**config.mk**
```make
export PLATFORM = sky130hd
export DESIGN_NAME = interrupt_responder
export DESIGN_NICKNAME = d
export VERILOG_FILES = /design/src/rtl/interrupt_responder.sv
export SDC_FILE = /design/constraint.sdc
export NUM_CORES = 1
export LEC_CHECK = 0
export ABC_AREA = 1
export CAP_MARGIN = 20
export CELL_PAD_IN_SITES_DETAIL_PLACEMENT = 1
export CELL_PAD_IN_SITES_GLOBAL_PLACEMENT = 1
export CORE_MARGIN = 2
export CORE_UTILIZATION = 28
export DETAILED_ROUTE_END_ITERATION = 8
export GPL_ROUTABILITY_DRIVEN = 0
export HOLD_SLACK_MARGIN = 0.15
export MAX_ROUTING_LAYER = met4
export PLACE_DENSITY_LB_ADDON = 0.1
export SLEW_MARGIN = 20
export SYNTH_ARGS = -nofsm -noshare
export SYNTH_HDL_FRONTEND = slang
export SYNTH_SLANG_ARGS = --single-unit
```
**constraint.sdc**
```tcl
create_clock -name clk -period 3.28 [get_ports clk]
set_input_delay 0.492 -clock clk [delete_from_list [all_inputs] [get_ports clk]]
set_output_delay 0.492 -clock clk [all_outputs]
set_load 0.1 [all_outputs]
```
**src/rtl/interrupt_responder.sv**
```systemverilog
// Single-level interrupt responder: edge detect, enable, vectoring and
// return sequencing with a saturating count of rejected interrupts.
module interrupt_responder #(
  parameter int              PC_W   = 10,
  parameter logic [PC_W-1:0] VECTOR = 10'h3FF
) (
  input  logic            clk,
  input  logic            rst,
  input  logic            intr_in,
  input  logic            int_set,
  input  logic            int_clr,
  input  logic            irq_ack,
  input  logic            reti,
  input  logic [PC_W-1:0] pc_in,
  input  logic [1:0]      flags_in,
  output logic            irq_req,
  output logic            vector_load,
  output logic [PC_W-1:0] vector_addr,
  output logic            ret_load,
  output logic [PC_W-1:0] pc_saved,
  output logic [1:0]      flags_saved,
  output logic            int_en,
  output logic            in_isr,
  output logic [7:0]      missed_cnt
);

  typedef enum logic [2:0] {
    S_IDLE,
    S_PEND,
    S_VEC,
    S_SERV,
    S_RET
  } state_t;

  state_t          state_q, state_d;
  logic            int_en_q, int_en_d;
  logic            prev_q, prev_d;
  logic [PC_W-1:0] pc_q, pc_d;
  logic [1:0]      fl_q, fl_d;
  logic [7:0]      missed_q, missed_d;

  logic       edge_w;
  logic [1:0] miss_inc;
  logic [8:0] miss_sum;

  assign edge_w = intr_in & ~prev_q;

  always_comb begin
    state_d  = state_q;
    int_en_d = int_en_q;
    pc_d     = pc_q;
    fl_d     = fl_q;
    prev_d   = intr_in;
    miss_inc = 2'd0;
    // Any edge not accepted into PENDING is lost and counted.
    if (edge_w && !(state_q == S_IDLE && int_en_q))
      miss_inc = 2'd1;
    unique case (state_q)
      S_IDLE: begin
        if (edge_w && int_en_q)
          state_d = S_PEND;
        if (int_clr)
          int_en_d = 1'b0;
        else if (int_set)
          int_en_d = 1'b1;
      end
      S_PEND: begin
        if (irq_ack) begin
          pc_d     = pc_in;
          fl_d     = flags_in;
          int_en_d = 1'b0;
          state_d  = S_VEC;
        end else if (int_clr) begin
          int_en_d = 1'b0;
          state_d  = S_IDLE;
          miss_inc = miss_inc + 2'd1;
        end
      end
      S_VEC: state_d = S_SERV;
      S_SERV: begin
        int_en_d = 1'b0;
        if (reti)
          state_d = S_RET;
      end
      S_RET: begin
        int_en_d = 1'b1;
        state_d  = S_IDLE;
      end
      default: state_d = S_IDLE;
    endcase
    miss_sum = {1'b0, missed_q} + {7'd0, miss_inc};
    missed_d = miss_sum[8] ? 8'hFF : miss_sum[7:0];
  end

  always_ff @(posedge clk) begin
    if (rst) begin
      state_q  <= S_IDLE;
      int_en_q <= 1'b0;
      prev_q   <= 1'b1;
      pc_q     <= '0;
      fl_q     <= 2'b00;
      missed_q <= 8'd0;
    end else begin
      state_q  <= state_d;
      int_en_q <= int_en_d;
      prev_q   <= prev_d;
      pc_q     <= pc_d;
      fl_q     <= fl_d;
      missed_q <= missed_d;
    end
  end

  assign irq_req     = (state_q == S_PEND);
  assign vector_load = (state_q == S_VEC);
  assign ret_load    = (state_q == S_RET);
  assign in_isr      = (state_q == S_VEC) || (state_q == S_SERV);
  assign vector_addr = VECTOR;
  assign pc_saved    = pc_q;
  assign flags_saved = fl_q;
  assign int_en      = int_en_q;
  assign missed_cnt  = missed_q;

endmodule
```
==> metrics.cfg, run 1 <==
[status]
status=complete, no violations

[yosys]
yosysWarnings=0
synth_area_sq_um=1260
yosysSeqAreaShare=0.396
syn_area_per_cell_sq_um=7.06
postSynthCellCount=179
synth-seq-cells=25
ys_types=24

[pwr]
power_w=0.000697
pwr-share-seq=0.456
power_density_nw_per_um2=405
power_frac_comb=0.275
leakage_nw=0.800
p_sw_frac=0.364
clkPwrFrac=0.269
p_sw_w=0.000254
vdd_drop_max_mv=0.210
p_int_w=0.000443

[final_layout]
final_cell_mix=clkdlybuf4s50_1 (36), nor2_1 (35), nand2_1 (31)
regArea_sq_um=500
final_common_cell=clkdlybuf4s50_1
layout-drive-gt1-share=0.0766
antennaDiodeCount=0
fillers=547
area_delta_synth_final_pct=36.0
fin_nets=246
multi_input_area_sq_um=592

[floorplan]
core_area_sq_um=4350
die-area_sq_um=5070
die_y_um=71.2
io_pins=54
die_width_um=71.2
num_rows=24
start_util=0.290

[run]
maxCapViolCount=0

[placement]
io_buffers=43
dp_hpwl_mm=2.56

[critical_path]
r2r_cells=17
slowest_delay_ns=0.45
worstPathRequired_ns=3.50
crit_end=missed_cnt[5]$_SDFF_PP0_
rr_endpoint=missed_cnt[5]$_SDFF_PP0_
cpMostUsedCell=nand2_1
cpMaxStageDelayCell=fa_1
cp_cell_sequence=inv_1, nand2_1, nor2_1, nand2_1, nand2_1, inv_1, ha_1, nor2_1, a21oi_1, ha_1, inv_1, fa_1, nor3_4, nand2_1, nand3_1, nand2_1, inv_1
worst-path-stages=17
end_kind=register
crit_family=simple AND/OR/NAND/NOR gates
start_kind=register
r2r-start=state_q[0]$_SDFFE_PP0P_
rrSetupSlack_ns=0.42
path_max_fanout=6
crit_type=register to register
crit_start=state_q[0]$_SDFFE_PP0P_
crit_buf_inv=4
cp.arrival_ns=3.08

[drt]
ant_nets=0
drt_pass1_iterations=4
wl_per_cell_um=12.0
drt-vias-per-instance=4.36
drc=0
drt_iter0_drc=27
vias=1194
routed_wl_mm=3.28

[clock_network]
clk-insertion-delay-late_ns=0.27
cts-hold-fix-buffers=0
cts.sinks=25
cts_setup_buffers=0
numCtsBuffers=3
cts_root_buf=clkbuf_8
cts_max_level=1
clkSlewWorstSetupHoldPaths_ns=0.09
post_cts_resized=0
clockBufferDepth=2
cts_tree=built

[global_routing]
grt_max_degree=20
antenna_found_initial=0
grt_pass1_wl_mm=5.60
gr-total-overflow=0
first_global_vias=1241
gr-usage-all-layers=0.141

[timing]
setup_tns_ns=0
fin_skew_ns=0.00284
rsz0062_at_grt=no
post-route-min-period_ns=2.86
max_freq_mhz=349
worst_slew_pin_slew_ns=0.991
post-route-period-util=0.873
slew_headroom=0.337
drv_slew=0
setup_violations=0
finalHoldViolCount=0

[hold_path]
hp-class=register to register
min_from=pc_saved[9]$_SDFFE_PP0P_

[Yosys cell counts, drive strengths merged]
library cell	n	area [sq um]
o21bai	1	7.51
buf	13	103
dfxtp	25	500
nand4	2	12.5
ha	3	37.5
nor3	2	21.3
a21oi	8	40.0
inv	26	97.6
fa	1	20.0
conb	1	3.75
clkinv	1	5.00
o21ai	13	65.1
xor2	1	8.76
nand3	13	65.1
nand2	33	134
nor2	36	143
[logic make-up after synthesis]
family | count (synthesis) | synth area share
and+or+nand+nor | 86 | 0.297
buffers and inverters | 40 | 0.162
DFF | 25 | 0.396
AOI/OAI and AO/OA | 22 | 0.0891
adders and majority gates | 4 | 0.0455
xor gates and xnor gates | 1 | 0.00693
other | 1 | 0.00297
[per-layer routing]
layer	wire [um]	vias up	global-route usage
met5	0	-	-
met4	12	0	0.0210
met3	193	2	0.0470
met2	1590	37	0.240
met1	1480	534	0.166
li1	-	621	-
[worst min-delay path, stage by stage (launching register included)]
cell and delay [ns]:
dfxtp_1 0.32, nor2_1 0.09, nor2_1 0.05
[per-stage QoR]
step | hold slack [ns] | cells | util | cell area (sq um) | worst slack, ns
6_report | 0.497 | 274 | 0.395 | 1720 | 0.416
5_1_grt | 0.535 | 274 | 0.395 | 1720 | 0.0594
4_1_cts | 0.502 | 274 | 0.395 | 1720 | 0.361
3_5_place_dp | 0.481 | 270 | 0.384 | 1670 | 0.225
3_3_place_gp | 0.465 | 270 | 0.384 | 1670 | 0.346
2_1_floorplan | 0.519 | 188 | - | 1300 | 0.410
[final cells by class]
type | instances | area share
clock buffers | 3 | 0.0240
clock inverters | 1 | 0.00291
inverters | 27 | 0.0597
multi-input cells | 123 | 0.344
flip-flops and latches | 25 | 0.291
well taps | 52 | 0.0378
repair buffers | 43 | 0.240
[worst min path at each step]
stage                                             end  slack, ns  cells after the start
final                        pc_saved[9]$_SDFFE_PP0P_       0.50                      2
after detailed placement     pc_saved[4]$_SDFFE_PP0P_       0.48                      2
after CTS                    pc_saved[4]$_SDFFE_PP0P_       0.50                      2
after floorplan               state_q[2]$_SDFFE_PP0P_       0.52                      2
after global routing         pc_saved[3]$_SDFFE_PP0P_       0.54                      2
after global placement    flags_saved[1]$_SDFFE_PP0P_       0.46                      2
[flip-flops by register name, indices dropped and copies added (netlist names)]
name         cells
flags_saved      2
int_en           1
missed_cnt       8
pc_saved        10
prev_q           1
state_q          3
[power by group through the flow]
stage               Combinational (W)  Clock [W]  Sequential (W)
finish                       0.000191   0.000187        0.000318
floorplan                    0.000105          0        0.000375
detailed placement           0.000192          0        0.000325
CTS                          0.000193   0.000193        0.000318
global placement             0.000190          0        0.000325
global route                 0.000202   0.000209        0.000319
No activity file was read; power rests on OpenSTA's default activity.
==> run 2: changes to the inputs <==
--- a/config.mk
+++ b/config.mk
@@ -15,7 +15,7 @@
 export GPL_ROUTABILITY_DRIVEN = 0
 export HOLD_SLACK_MARGIN = 0.15
 export MAX_ROUTING_LAYER = met4
-export PLACE_DENSITY_LB_ADDON = 0.1
+export PLACE_DENSITY_LB_ADDON = 0.15
 export SLEW_MARGIN = 20
 export SYNTH_ARGS = -nofsm -noshare
 export SYNTH_HDL_FRONTEND = slang
==> run 2 against run 1 <==
Net effect: worst hold slack got worse by 0.0044 ns; cell count is the same; sequential cell count unchanged; global-route usage is 0.10 points higher; sequential power about the same; first-iteration DRC count increased by 7.4%; die area stayed put; largest power group unchanged; highest routed layer unchanged.
==> metrics.cfg, run 2 (synthesis results as in run 1) <==
[status]
status=complete, no violations

[timing]
post-route-min-period_ns=2.86  ; -0.00793 ns
fin_skew_ns=0.00176  ; -0.00107 ns
fin_ws_ns=0.424  ; +0.00793 ns
setup_tns_ns=0  ; unchanged
rsz0062_at_grt=no
post-route-period-util=0.871  ; -0.00242
drv_slew=0  ; unchanged
finalHoldViolCount=0  ; unchanged
slew_headroom=0.337  ; about the same
setup_violations=0  ; unchanged
max_freq_mhz=350  ; +0.28%
worst_slew_pin_slew_ns=0.991  ; +0.0000931 ns

[drt]
drt-vias-per-instance=4.47  ; +2.6%
routedLengthMet1_mm=1.40  ; -5.5%
dr_wl_met3_um=232  ; +20%
routed_wl_mm=3.21  ; -2.1%
vias=1225  ; +2.6%
wl_per_cell_um=11.7  ; -2.1%
drt_pass1_iterations=4  ; unchanged
top_layer_used=met4
ant_nets=0  ; unchanged
drt_iter0_drc=29  ; +7.4%
wl_met2_mm=1.54  ; -3.1%
drc=0  ; unchanged

[pwr]
leakage_nw=0.795  ; -0.52%
vdd_drop_max_mv=0.198  ; -5.9%
power_density_nw_per_um2=404  ; -0.24%
power_w=0.000697  ; about the same

[clock_network]
clockBufferDepth=2  ; unchanged
clkSlewWorstSetupHoldPaths_ns=0.09  ; about the same
cts_root_buf=clkbuf_8
cts_setup_buffers=0  ; unchanged
cts_tree=built
cts-hold-fix-buffers=0  ; unchanged
cts.sinks=25  ; unchanged
numCtsBuffers=3  ; unchanged
clk-insertion-delay-late_ns=0.27  ; about the same
post_cts_resized=0  ; unchanged
cts_max_level=1  ; unchanged

[global_routing]
grt_max_degree=20  ; unchanged
antenna_found_initial=0  ; unchanged
gr-total-overflow=0  ; unchanged
first_global_vias=1338  ; +7.8%
gr-usage-all-layers=0.142  ; +0.00104
grt_pass1_wl_mm=5.62  ; +0.50%

[critical_path]
crit_buf_inv=4  ; unchanged
crit_type=register to register
crit_family=simple AND/OR/NAND/NOR gates
worst-path-stages=17  ; unchanged
cpMaxStageDelayCell=fa_1
cp.arrival_ns=3.08  ; about the same
end_kind=register
path_max_fanout=6  ; unchanged
worstPathRequired_ns=3.50  ; about the same
slowest_delay_ns=0.45  ; about the same
r2r_cells=17  ; unchanged
cpMostUsedCell=nand2_1
cp_cell_sequence=inv_1, nand2_1, nor2_1, nand2_1, nand2_1, inv_1, ha_1, nor2_1, a21oi_1, ha_1, inv_1, fa_1, nor3_4, nand2_1, nand3_1, nand2_1, inv_1
start_kind=register

[final_layout]
stdcell_count=274  ; unchanged
layout-drive-gt1-share=0.0676  ; -0.00901
final_common_cell=clkdlybuf4s50_1
largest_register_ffs=10  ; unchanged
antennaDiodeCount=0  ; unchanged
area_delta_synth_final_pct=36.4
fin_nets=246  ; unchanged
final_cell_mix=clkdlybuf4s50_1 (38), nor2_1 (35), nand2_1 (31)
post-route-util=0.396  ; +0.00115

[hold_path]
whs_path_depth=2  ; unchanged
hp-class=register to register

[floorplan]
die_width_um=71.2  ; unchanged
io_pins=54  ; unchanged
core_area_sq_um=4350  ; unchanged
die_y_um=71.2  ; unchanged
num_rows=24  ; unchanged
start_util=0.290  ; unchanged
die-area_sq_um=5070  ; unchanged

[placement]
placedCellCount=270  ; unchanged
dp_hpwl_mm=2.61  ; +1.8%
io_buffers=43  ; unchanged
place_ws_ns=0.257  ; +0.0324 ns

[run]
maxCapViolCount=0  ; unchanged

## run 2: changes by cell type in the layout (fill, tap and decap cells not counted), sizes merged
cell / delta
buf: -2
clkdlybuf4s50: +2
## run 2: worst paths after layout
path / slack (ns) / end / start
setup reg to reg: 0.42 / missed_cnt[7]$_SDFF_PP0_ / state_q[0]$_SDFFE_PP0P_
hold reg to reg: 0.49 / pc_saved[5]$_SDFFE_PP0P_ / pc_saved[5]$_SDFFE_PP0P_
hold / removal: 0.49 / pc_saved[5]$_SDFFE_PP0P_ / pc_saved[5]$_SDFFE_PP0P_
setup / recovery: 0.42 / missed_cnt[7]$_SDFF_PP0_ / state_q[0]$_SDFFE_PP0P_
## run 2: final cells by class
class | instances | area, sq um
flip-flops and latches | 25 | 500
multi-input cells | 123 | 592
clock inverters | 1 | 5.00
fillers | 559 | 2630
clock buffers | 3 | 41.3
inverters | 27 | 103
repair buffers | 43 | 418
well taps | 52 | 65.1
## run 2: power breakdown
group | internal (W) | leakage, nW | switching [W]
Combinational | 0.0000458 | 0.568 | 0.000146
Clock | 0.0000850 | 0.0255 | 0.000103
Sequential | 0.000312 | 0.202 | 0.00000558
## run 2: metal layers
metal | vias to the layer above | track usage
li1 | 617 | -
met1 | 557 | 0.161
met2 | 47 | 0.242
met3 | 4 | 0.0399
met4 | 0 | 0.0461
met5 | - | -
## run 2: stage by stage
step,hold WS (ns),area [sq um]
6_report,0.493,1720
5_1_grt,0.524,1720
4_1_cts,0.502,1720
3_5_place_dp,0.479,1680
3_3_place_gp,0.464,1680
2_1_floorplan,0.519,1300
## run 2: worst min-delay path, cell delays in order (launching register included)
cell     delay (ns)
dfxtp_1        0.34
nor2_1         0.05
nor2_1         0.08
